File: config.mk
export PLATFORM = sky130hd
export DESIGN_NAME = sorter_sensor_classifier_flat
export DESIGN_NICKNAME = d
export VERILOG_FILES = /design/src/rtl/sorter_sensor_classifier_if.sv /design/src/rtl/sorter_sensor_classifier.sv /design/src/flat_wrapper.sv
export SDC_FILE = /design/constraint.sdc
export NUM_CORES = 1
export LEC_CHECK = 0
export CAP_MARGIN = 20
export CORE_MARGIN = 5
export CORE_UTILIZATION = 60
export DETAILED_ROUTE_END_ITERATION = 8
export GPL_TIMING_DRIVEN = 1
export PLACE_DENSITY = 0.79
export SLEW_MARGIN = 10
export SYNTH_ARGS = -nofsm -noshare
export SYNTH_HDL_FRONTEND = slang
export SYNTH_SLANG_ARGS = --single-unit
File: constraint.sdc
create_clock -name clk -period 2.7 [get_ports clk]
set_clock_uncertainty 0.1 [all_clocks]
set_input_delay 0.675 -clock clk [delete_from_list [all_inputs] [get_ports clk]]
set_output_delay 0.675 -clock clk [all_outputs]
set_load 0.03 [all_outputs]
File: src/rtl/sorter_sensor_classifier_if.sv
// Classification handoff from the sensing station to the barrier stepper.
// Handshake: class_code is meaningful and held while class_valid = 1; a
// transfer completes on any rising edge where class_valid & class_ready.
interface sorter_sensor_classifier_if;
  logic       class_valid;
  logic       class_ready;
  logic [1:0] class_code;

  modport master (output class_valid, output class_code, input class_ready);
  modport slave  (input class_valid, input class_code, output class_ready);
endinterface

File: src/rtl/sorter_sensor_classifier.sv
// Sensor conditioning, object detection and windowed material classification
// feeding one 2-bit class code per object to the barrier stepper.
module sorter_sensor_classifier #(
  parameter int DEBOUNCE_CYCLES = 500000,
  parameter int WINDOW_CYCLES   = 5000000
) (
  input  logic                         clk,
  input  logic                         rst_n,
  input  logic                         capacitive,
  input  logic                         inductive,
  input  logic                         photo,
  sorter_sensor_classifier_if.master   cls,
  output logic                         busy,
  output logic [7:0]                   obj_count,
  output logic [1:0]                   dbg_state_o
);

  localparam int DB_W  = $clog2(DEBOUNCE_CYCLES + 1);
  localparam int WIN_W = $clog2(WINDOW_CYCLES + 1);
  localparam logic [DB_W-1:0]  DB_MAX  = DB_W'(DEBOUNCE_CYCLES - 1);
  localparam logic [WIN_W-1:0] WIN_MAX = WIN_W'(WINDOW_CYCLES - 1);

  typedef enum logic [1:0] {
    S_IDLE       = 2'd0,
    S_SAMPLE     = 2'd1,
    S_PRESENT    = 2'd2,
    S_WAIT_CLEAR = 2'd3
  } state_e;

  // Bit order for the conditioning arrays: [0]=capacitive [1]=inductive [2]=photo
  logic [2:0]      raw;
  logic [2:0]      sync1_q, sync2_q, db_q;
  logic [DB_W-1:0] db_cnt_q [3];

  assign raw = {photo, inductive, capacitive};

  always_ff @(posedge clk or negedge rst_n) begin
    if (!rst_n) begin
      sync1_q <= '0;
      sync2_q <= '0;
      db_q    <= '0;
      for (int i = 0; i < 3; i++) db_cnt_q[i] <= '0;
    end else begin
      sync1_q <= raw;
      sync2_q <= sync1_q;
      for (int i = 0; i < 3; i++) begin
        if (sync2_q[i] == db_q[i]) begin
          db_cnt_q[i] <= '0;
        end else if (db_cnt_q[i] == DB_MAX) begin
          db_q[i]     <= sync2_q[i];
          db_cnt_q[i] <= '0;
        end else begin
          db_cnt_q[i] <= db_cnt_q[i] + 1'b1;
        end
      end
    end
  end

  logic cap_db, ind_db, photo_db;
  assign cap_db   = db_q[0];
  assign ind_db   = db_q[1];
  assign photo_db = db_q[2];

  state_e           state_q, state_d;
  logic [WIN_W-1:0] win_q, win_d;
  logic             ind_seen_q, ind_seen_d;
  logic             cap_seen_q, cap_seen_d;
  logic [1:0]       code_q, code_d;
  logic [7:0]       count_q, count_d;
  logic             photo_prev_q;
  logic             photo_rise;

  assign photo_rise = photo_db & ~photo_prev_q;

  always_comb begin
    state_d    = state_q;
    win_d      = win_q;
    ind_seen_d = ind_seen_q;
    cap_seen_d = cap_seen_q;
    code_d     = code_q;
    count_d    = count_q;
    case (state_q)
      S_IDLE: begin
        if (photo_rise) begin
          ind_seen_d = 1'b0;
          cap_seen_d = 1'b0;
          win_d      = WIN_MAX;
          state_d    = S_SAMPLE;
        end
      end
      S_SAMPLE: begin
        ind_seen_d = ind_seen_q | ind_db;
        cap_seen_d = cap_seen_q | cap_db;
        if (win_q == '0) begin
          // The final sampled cycle still contributes to the class decision.
          state_d = S_PRESENT;
          if (ind_seen_d)      code_d = 2'b01;
          else if (cap_seen_d) code_d = 2'b10;
          else                 code_d = 2'b11;
        end else begin
          win_d = win_q - 1'b1;
        end
      end
      S_PRESENT: begin
        if (cls.class_ready) begin
          count_d = count_q + 8'd1;
          code_d  = 2'b00;
          state_d = S_WAIT_CLEAR;
        end
      end
      S_WAIT_CLEAR: begin
        if (!photo_db) state_d = S_IDLE;
      end
      default: state_d = S_IDLE;
    endcase
  end

  always_ff @(posedge clk or negedge rst_n) begin
    if (!rst_n) begin
      state_q      <= S_IDLE;
      win_q        <= '0;
      ind_seen_q   <= 1'b0;
      cap_seen_q   <= 1'b0;
      code_q       <= 2'b00;
      count_q      <= 8'd0;
      photo_prev_q <= 1'b0;
    end else begin
      state_q      <= state_d;
      win_q        <= win_d;
      ind_seen_q   <= ind_seen_d;
      cap_seen_q   <= cap_seen_d;
      code_q       <= code_d;
      count_q      <= count_d;
      photo_prev_q <= photo_db;
    end
  end

  assign cls.class_valid = (state_q == S_PRESENT);
  assign cls.class_code  = code_q;
  assign busy            = (state_q != S_IDLE);
  assign obj_count       = count_q;
  assign dbg_state_o     = state_q;

endmodule

File: src/flat_wrapper.sv
// flat-port wrapper written by rule: the top's interface ports become plain ports
module sorter_sensor_classifier_flat 
#(
  parameter int DEBOUNCE_CYCLES = 500000,
  parameter int WINDOW_CYCLES   = 5000000
)
  (clk, rst_n, capacitive, inductive, photo, busy, obj_count, dbg_state_o, cls_class_valid, cls_class_code, cls_class_ready);
  sorter_sensor_classifier_if cls_i ();
  input  logic clk;
  input  logic rst_n;
  input  logic capacitive;
  input  logic inductive;
  input  logic photo;
  output logic busy;
  output logic [7:0] obj_count;
  output logic [1:0] dbg_state_o;
  output wire logic [$bits(cls_i.class_valid)-1:0] cls_class_valid;
  output wire logic [$bits(cls_i.class_code)-1:0] cls_class_code;
  input wire logic [$bits(cls_i.class_ready)-1:0] cls_class_ready;
  assign cls_class_valid = cls_i.class_valid;
  assign cls_class_code = cls_i.class_code;
  assign cls_i.class_ready = cls_class_ready;
  sorter_sensor_classifier #(.DEBOUNCE_CYCLES(DEBOUNCE_CYCLES), .WINDOW_CYCLES(WINDOW_CYCLES)) u_core (.clk(clk), .rst_n(rst_n), .capacitive(capacitive), .inductive(inductive), .photo(photo), .cls(cls_i), .busy(busy), .obj_count(obj_count), .dbg_state_o(dbg_state_o));
endmodule
== After elaboration in Yosys (flattened, before gate mapping) ==
Cells that the tools add are included.
W data, S select, Z words.

* Flip-flop bits (word level): 104
* Input bits: 6
* Output and inout bits: 14
* Word-level logic and storage cells: 76

* Add/sub/neg operators: 5
* Equal/unequal tests: 14
* Mux-type cells: 22
* Bitwise logic cells: 7
* Reduce and logical (&&, ||, !) cells: 13

{| class="wikitable"
|+ Operator list
! operator !! number
|-
| $mux W19 || 6
|-
| $add A19 B1 Y19 const B || 3
|-
| $eq A19 B19 Y1 const B || 3
|-
| $mux W23 || 2
|-
| $pmux W23 S2 || 1
|-
| $logic_not A23 Y1 || 1
|-
| $sub A23 B1 Y23 const B || 1
|-
| $mux W2 || 7
|-
| $reduce_and A2 Y1 || 5
|-
| $add A8 B1 Y8 const B || 1
|-
| $pmux W2 S4 || 1
|-
| $ne A2 B1 Y1 const B || 3
|-
| $reduce_and A3 Y1 || 2
|-
| $reduce_bool A2 Y1 || 3
|-
| $eq A2 B2 Y1 const B || 2
|-
| $ne A2 B2 Y1 const B || 2
|-
| $not A1 Y1 || 4
|-
| $pmux W1 S2 || 2
|-
| $pmux W2 S2 || 1
|-
| $reduce_and A4 Y1 || 1
|-
| $eq A1 B1 Y1 || 3
|-
| $eq A2 B1 Y1 const B || 1
|-
| $logic_not A2 Y1 || 1
|-
| $mux W1 || 2
|-
| other kinds (2) || 3
|}

== Longest topological paths before layout ==
* Depth in word-level cells: 5
* Mapped depth: 8
* Gate-level depth less buffers: 7

== Worst setup path after synthesis ==
No wires, ideal clock.

* Kind: reg2reg
* From: register u_core.state_q[0] (netlist: u_core.dbg_state_o[0])
* To: register u_core.win_q[19]
* Library setup time: 0.069 ns
* Data arrival time: 2.203 ns
* Required time: 2.531 ns
* Setup slack: 0.328 ns
* Cell stages (with the launch flop): 9
* Buffers on the path: 1
* Period minus slack after synthesis: 2.372 ns
* Cell sequence: dfrtp_1 inv_1 ha_1 nor2b_1 o2111a_1 o31ai_4 buf_6 or4_2 nand3_1

* Cells in the longest elaborated chain, start to end: 3
* Elaborated cells between the ends (all ways): 7
* Those cells by class: eq/ne: 3; mux: 1; reduce/logical: 3

{| class="wikitable"
|+ RTL lines
! what !! line !! text
|-
| from (decl) || sorter_sensor_classifier.sv:64 || <nowiki>state_e state_q, state_d;</nowiki>
|-
| from (signal assigned) || sorter_sensor_classifier.sv:128 || <nowiki>state_q <= state_d;</nowiki>
|-
| $eq A2 B1 Y1 / $logic_not A2 Y1 (equally long branches) || sorter_sensor_classifier.sv:82 || <nowiki>case (state_q)</nowiki>
|-
| $ne A2 B2 Y1 (no source line), or another cell as far along || - ||
|-
| $reduce_and A3 Y1 (no source line) || - ||
|-
| to (signal assigned) || sorter_sensor_classifier.sv:129 || <nowiki>win_q <= win_d;</nowiki>
|-
| to (decl) || sorter_sensor_classifier.sv:65 || <nowiki>logic [WIN_W-1:0] win_q, win_d;</nowiki>
|}

Several ways; a longest one is shown, not always the timed one.
A chain may end at the register's enable or synchronous reset.

== Final worst setup path ==
* From: register u_core.state_q[1] (netlist: u_core.dbg_state_o[1])
* To: register u_core.win_q[13]

Same word-level chain as after synthesis.

==> results.toml <==
[sta]
drv_slew = 0
max_freq_mhz = 397
finalHoldViolCount = 0
layout_setup_ws_ns = 0.181
setup_violations = 0
slew_headroom_pct = 50.8
rsz0062_at_grt = "false"
layout_min_cycle_time_ns = 2.52
finalCritPeriodShare_pct = 93.3
tns_ns = 0
tightest_slew_ns = 0.732

[route]
vias = 3691
dr_wl_met2_mm = 4.55
drc = 0
ant_nets = 0
top_layer_used = "met4"
drtPass1Iterations = 4
met1Wirelength_mm = 4.27
drt_iter0_markers = 152
drt-wirelength-per-cell_microns = 14.2
vias_per_cell = 5.69
met3_length_microns = 248
wl_mm = 9.19

[synth]
synth_top_area_cell = "dfrtp_1"
ys_seq_area_share_pct = 51.0
synth_most_common_cell = "dfrtp_1"
async_flop_share_pct = 100
netlist.area_leader.share_pct = 51.0
ys_types = 59
synth_cells = 511
synth.top_cells.by_area = "dfrtp_1 51%, nor2_1 6.5%, xnor2_1 6.3%, xor2_1 5.5%, nand2_1 2.7%"
yosysWarnings = 0
ys_seq_elements = 104
synth_edf_count = 0
synthTopCellsByCount = "104 x dfrtp_1, 89 x nor2_1, 37 x nand2_1, 37 x xnor2_1, 32 x xor2_1"
synth_area_sq_um = 5110
synth-main-ff-cell = "dfrtp_1"
avgSynthCellArea_sq_um = 9.99
synth_fp_nets = 527

[critical_path]
required_ns = 2.87
critPathCaptureType = "flop"
path_max_fanout = 6
cp.arrival_ns = 2.69
start_kind = "flop"
path_class = "flop to flop"

[power]
p_leak_nw = 2.51
p_per_area_nw_per_um2 = 455
ir_worst_vdd_v = 0.000337
p_sw_mw = 0.601
combPwrFrac_pct = 3.0
p_sw_share_pct = 23.4
pwr-share-seq_pct = 61.8
clkPwrFrac_pct = 35.2
intPower_mw = 1.97

[global_routing]
globalRouteOverflowTotal = 0
grt_pass1_vias = 3581
grt_usage_pct = 19.2
grt_max_degree = 44
grt_antenna_before_repair = 0
grt_first_pass_wirelength_mm = 16.1

[die]
die_w_microns = 102
boundaryPins = 20
rows = 33
dieArea_sq_um = 10500
core-area_sq_um = 8260
die_y_microns = 102
start_util_pct = 61.8

[placement]
pre_cts_slack_ns = 0.247
gp_congestion = 0.817
numPortBuffers = 19
dp_hpwl_mm = 6.62

[finish]
drive_above_1_share_pct = 9.38
syn2layout_area_growth_pct = 10.4
nets = 555
post-route-util_pct = 68.3
n_antenna_cell = 0

[worst_hold_path]
worstHoldPathType = "input port to asynchronous set/reset pin"

[run_status]
status = "completed"

[clock_network]
cts_sinks = 104
cts.path.max_buffers = 2
insertion_delay_ns = 0.37
ctsHoldBuffers = 0
cts_setup_buffers = 0
cts_root_buf = "clkbuf_8"
cts_tree = "built"
cts_inserted_buffers = 9
path_clk_slew_ns = 0.10
htreeDepth = 3

[flow_run]
cap_viol_max_count = 0
[final cells by class]
type / instances / area (sq um)
Multi-Input combinational cell: 377 / 2380
Fill cell: 649 / 2620
Tap cell: 105 / 131
Clock buffer: 11 / 141
Inverter: 17 / 63.8
Clock inverter: 5 / 41.3
Timing Repair Buffer: 30 / 280
Sequential cell: 104 / 2600
[final timing paths]
check                      slack, ns                end                   from  cells past startpoint
max                             0.18   u_core.win_q[13]  u_core.dbg_state_o[1]                      8
min                             0.15  u_core.sync2_q[2]                  rst_n                      1
max reg2reg                     0.18   u_core.win_q[13]  u_core.dbg_state_o[1]                      8
min reg2reg                     0.25  u_core.sync2_q[2]      u_core.sync1_q[2]                      0
max in group asynchronous       1.64  u_core.sync1_q[2]                  rst_n                      2
min in group clk                0.25  u_core.sync2_q[2]      u_core.sync1_q[2]                      0
[timing repair]
item / in CTS / in global routing
endpoints found under the hold margin: 0 / 0
setup endpoints to repair: 2 / 1
resized for setup: 2 / 1
[layout by cell type (no fill, tap or decap), types with 2 or more instances in the layout]
cell type / count
a2111oi_0: 3
a21oi_1: 10
a2bb2oi_1: 2
a31oi_1: 4
and3_1: 7
and4_1: 5
buf_4: 11
clkbuf_8: 10
clkdlybuf4s50_1: 16
clkinv_4: 2
dfrtp_1: 104
dlygate4sd2_1: 2
ha_1: 10
inv_1: 17
mux2_2: 4
nand2_1: 37
nand2b_1: 4
nand3_1: 24
nand3b_1: 2
nand4_1: 16
nor2_1: 89
nor2b_1: 3
nor3_1: 17
nor4_1: 10
nor4b_1: 2
o21ai_0: 10
o22ai_1: 2
o31ai_1: 5
or2_2: 5
or3_1: 5
or4_2: 4
xnor2_1: 37
xor2_1: 32
[cells by family (layout without fill, tap and decap cells)]
logic type      Yosys count  after routing  share of synthesized area, %
buf+inv                  30             63                          2.52
xor+xnor                 69             69                          11.8
mux                       5              5                          1.10
compound gates           51             51                          7.33
simple gates            242            242                          23.8
fa+ha+maj                10             10                          2.45
flops                   104            104                          51.0
[metrics by stage]
step	hold slack [ns]	std cells	area (sq um)	total power, mW
6_report	0.149	649	5640	2.57
5_1_grt	0.166	649	5640	2.68
4_1_cts	0.156	649	5640	2.60
3_5_place_dp	0.241	633	5460	1.70
3_3_place_gp	0.240	633	5460	1.70
2_1_floorplan	0.231	511	5110	1.65
[power by group through the flow]
stage | clock (mW) | sequential [mW] | combinational [mW]
after CTS | 0.930 | 1.59 | 0.0818
final | 0.903 | 1.59 | 0.0781
after global routing | 1.00 | 1.59 | 0.0921
after global placement | 0 | 1.62 | 0.0801
after floorplan | 0 | 1.61 | 0.0329
after detailed placement | 0 | 1.62 | 0.0816
[worst max-delay path, stage by stage (launching register included)]
cell and delay, ns:
dfrtp_1 0.43, inv_1 0.13, ha_1 0.26, and3b_1 0.27, o2111a_1 0.27, o31ai_4 0.10
buf_4 0.17, or4_2 0.60, o21ai_0 0.11
[state kept, by name, summed over array words and instances, names as in the netlist]
name and flops:
u_core.dbg_state_o 2, u_core.win_q 23, u_core.cap_seen_q 1, u_core.db_q 3
u_core.photo_prev_q 1, u_core.obj_count 8, u_core.db_cnt_q 57, u_core.cls.class_code 2
u_core.sync2_q 3, u_core.ind_seen_q 1, u_core.sync1_q 3
[per-layer routing]
| metal | up-vias | GRT usage (%) |
|---|---|---|
| li1 | 1827 | - |
| met1 | 1803 | 25.6 |
| met2 | 46 | 30.8 |
| met3 | 15 | 4.85 |
| met4 | 0 | 6.36 |
| met5 | - | 0 |
Note: power is estimated with default switching activity, not from simulation.
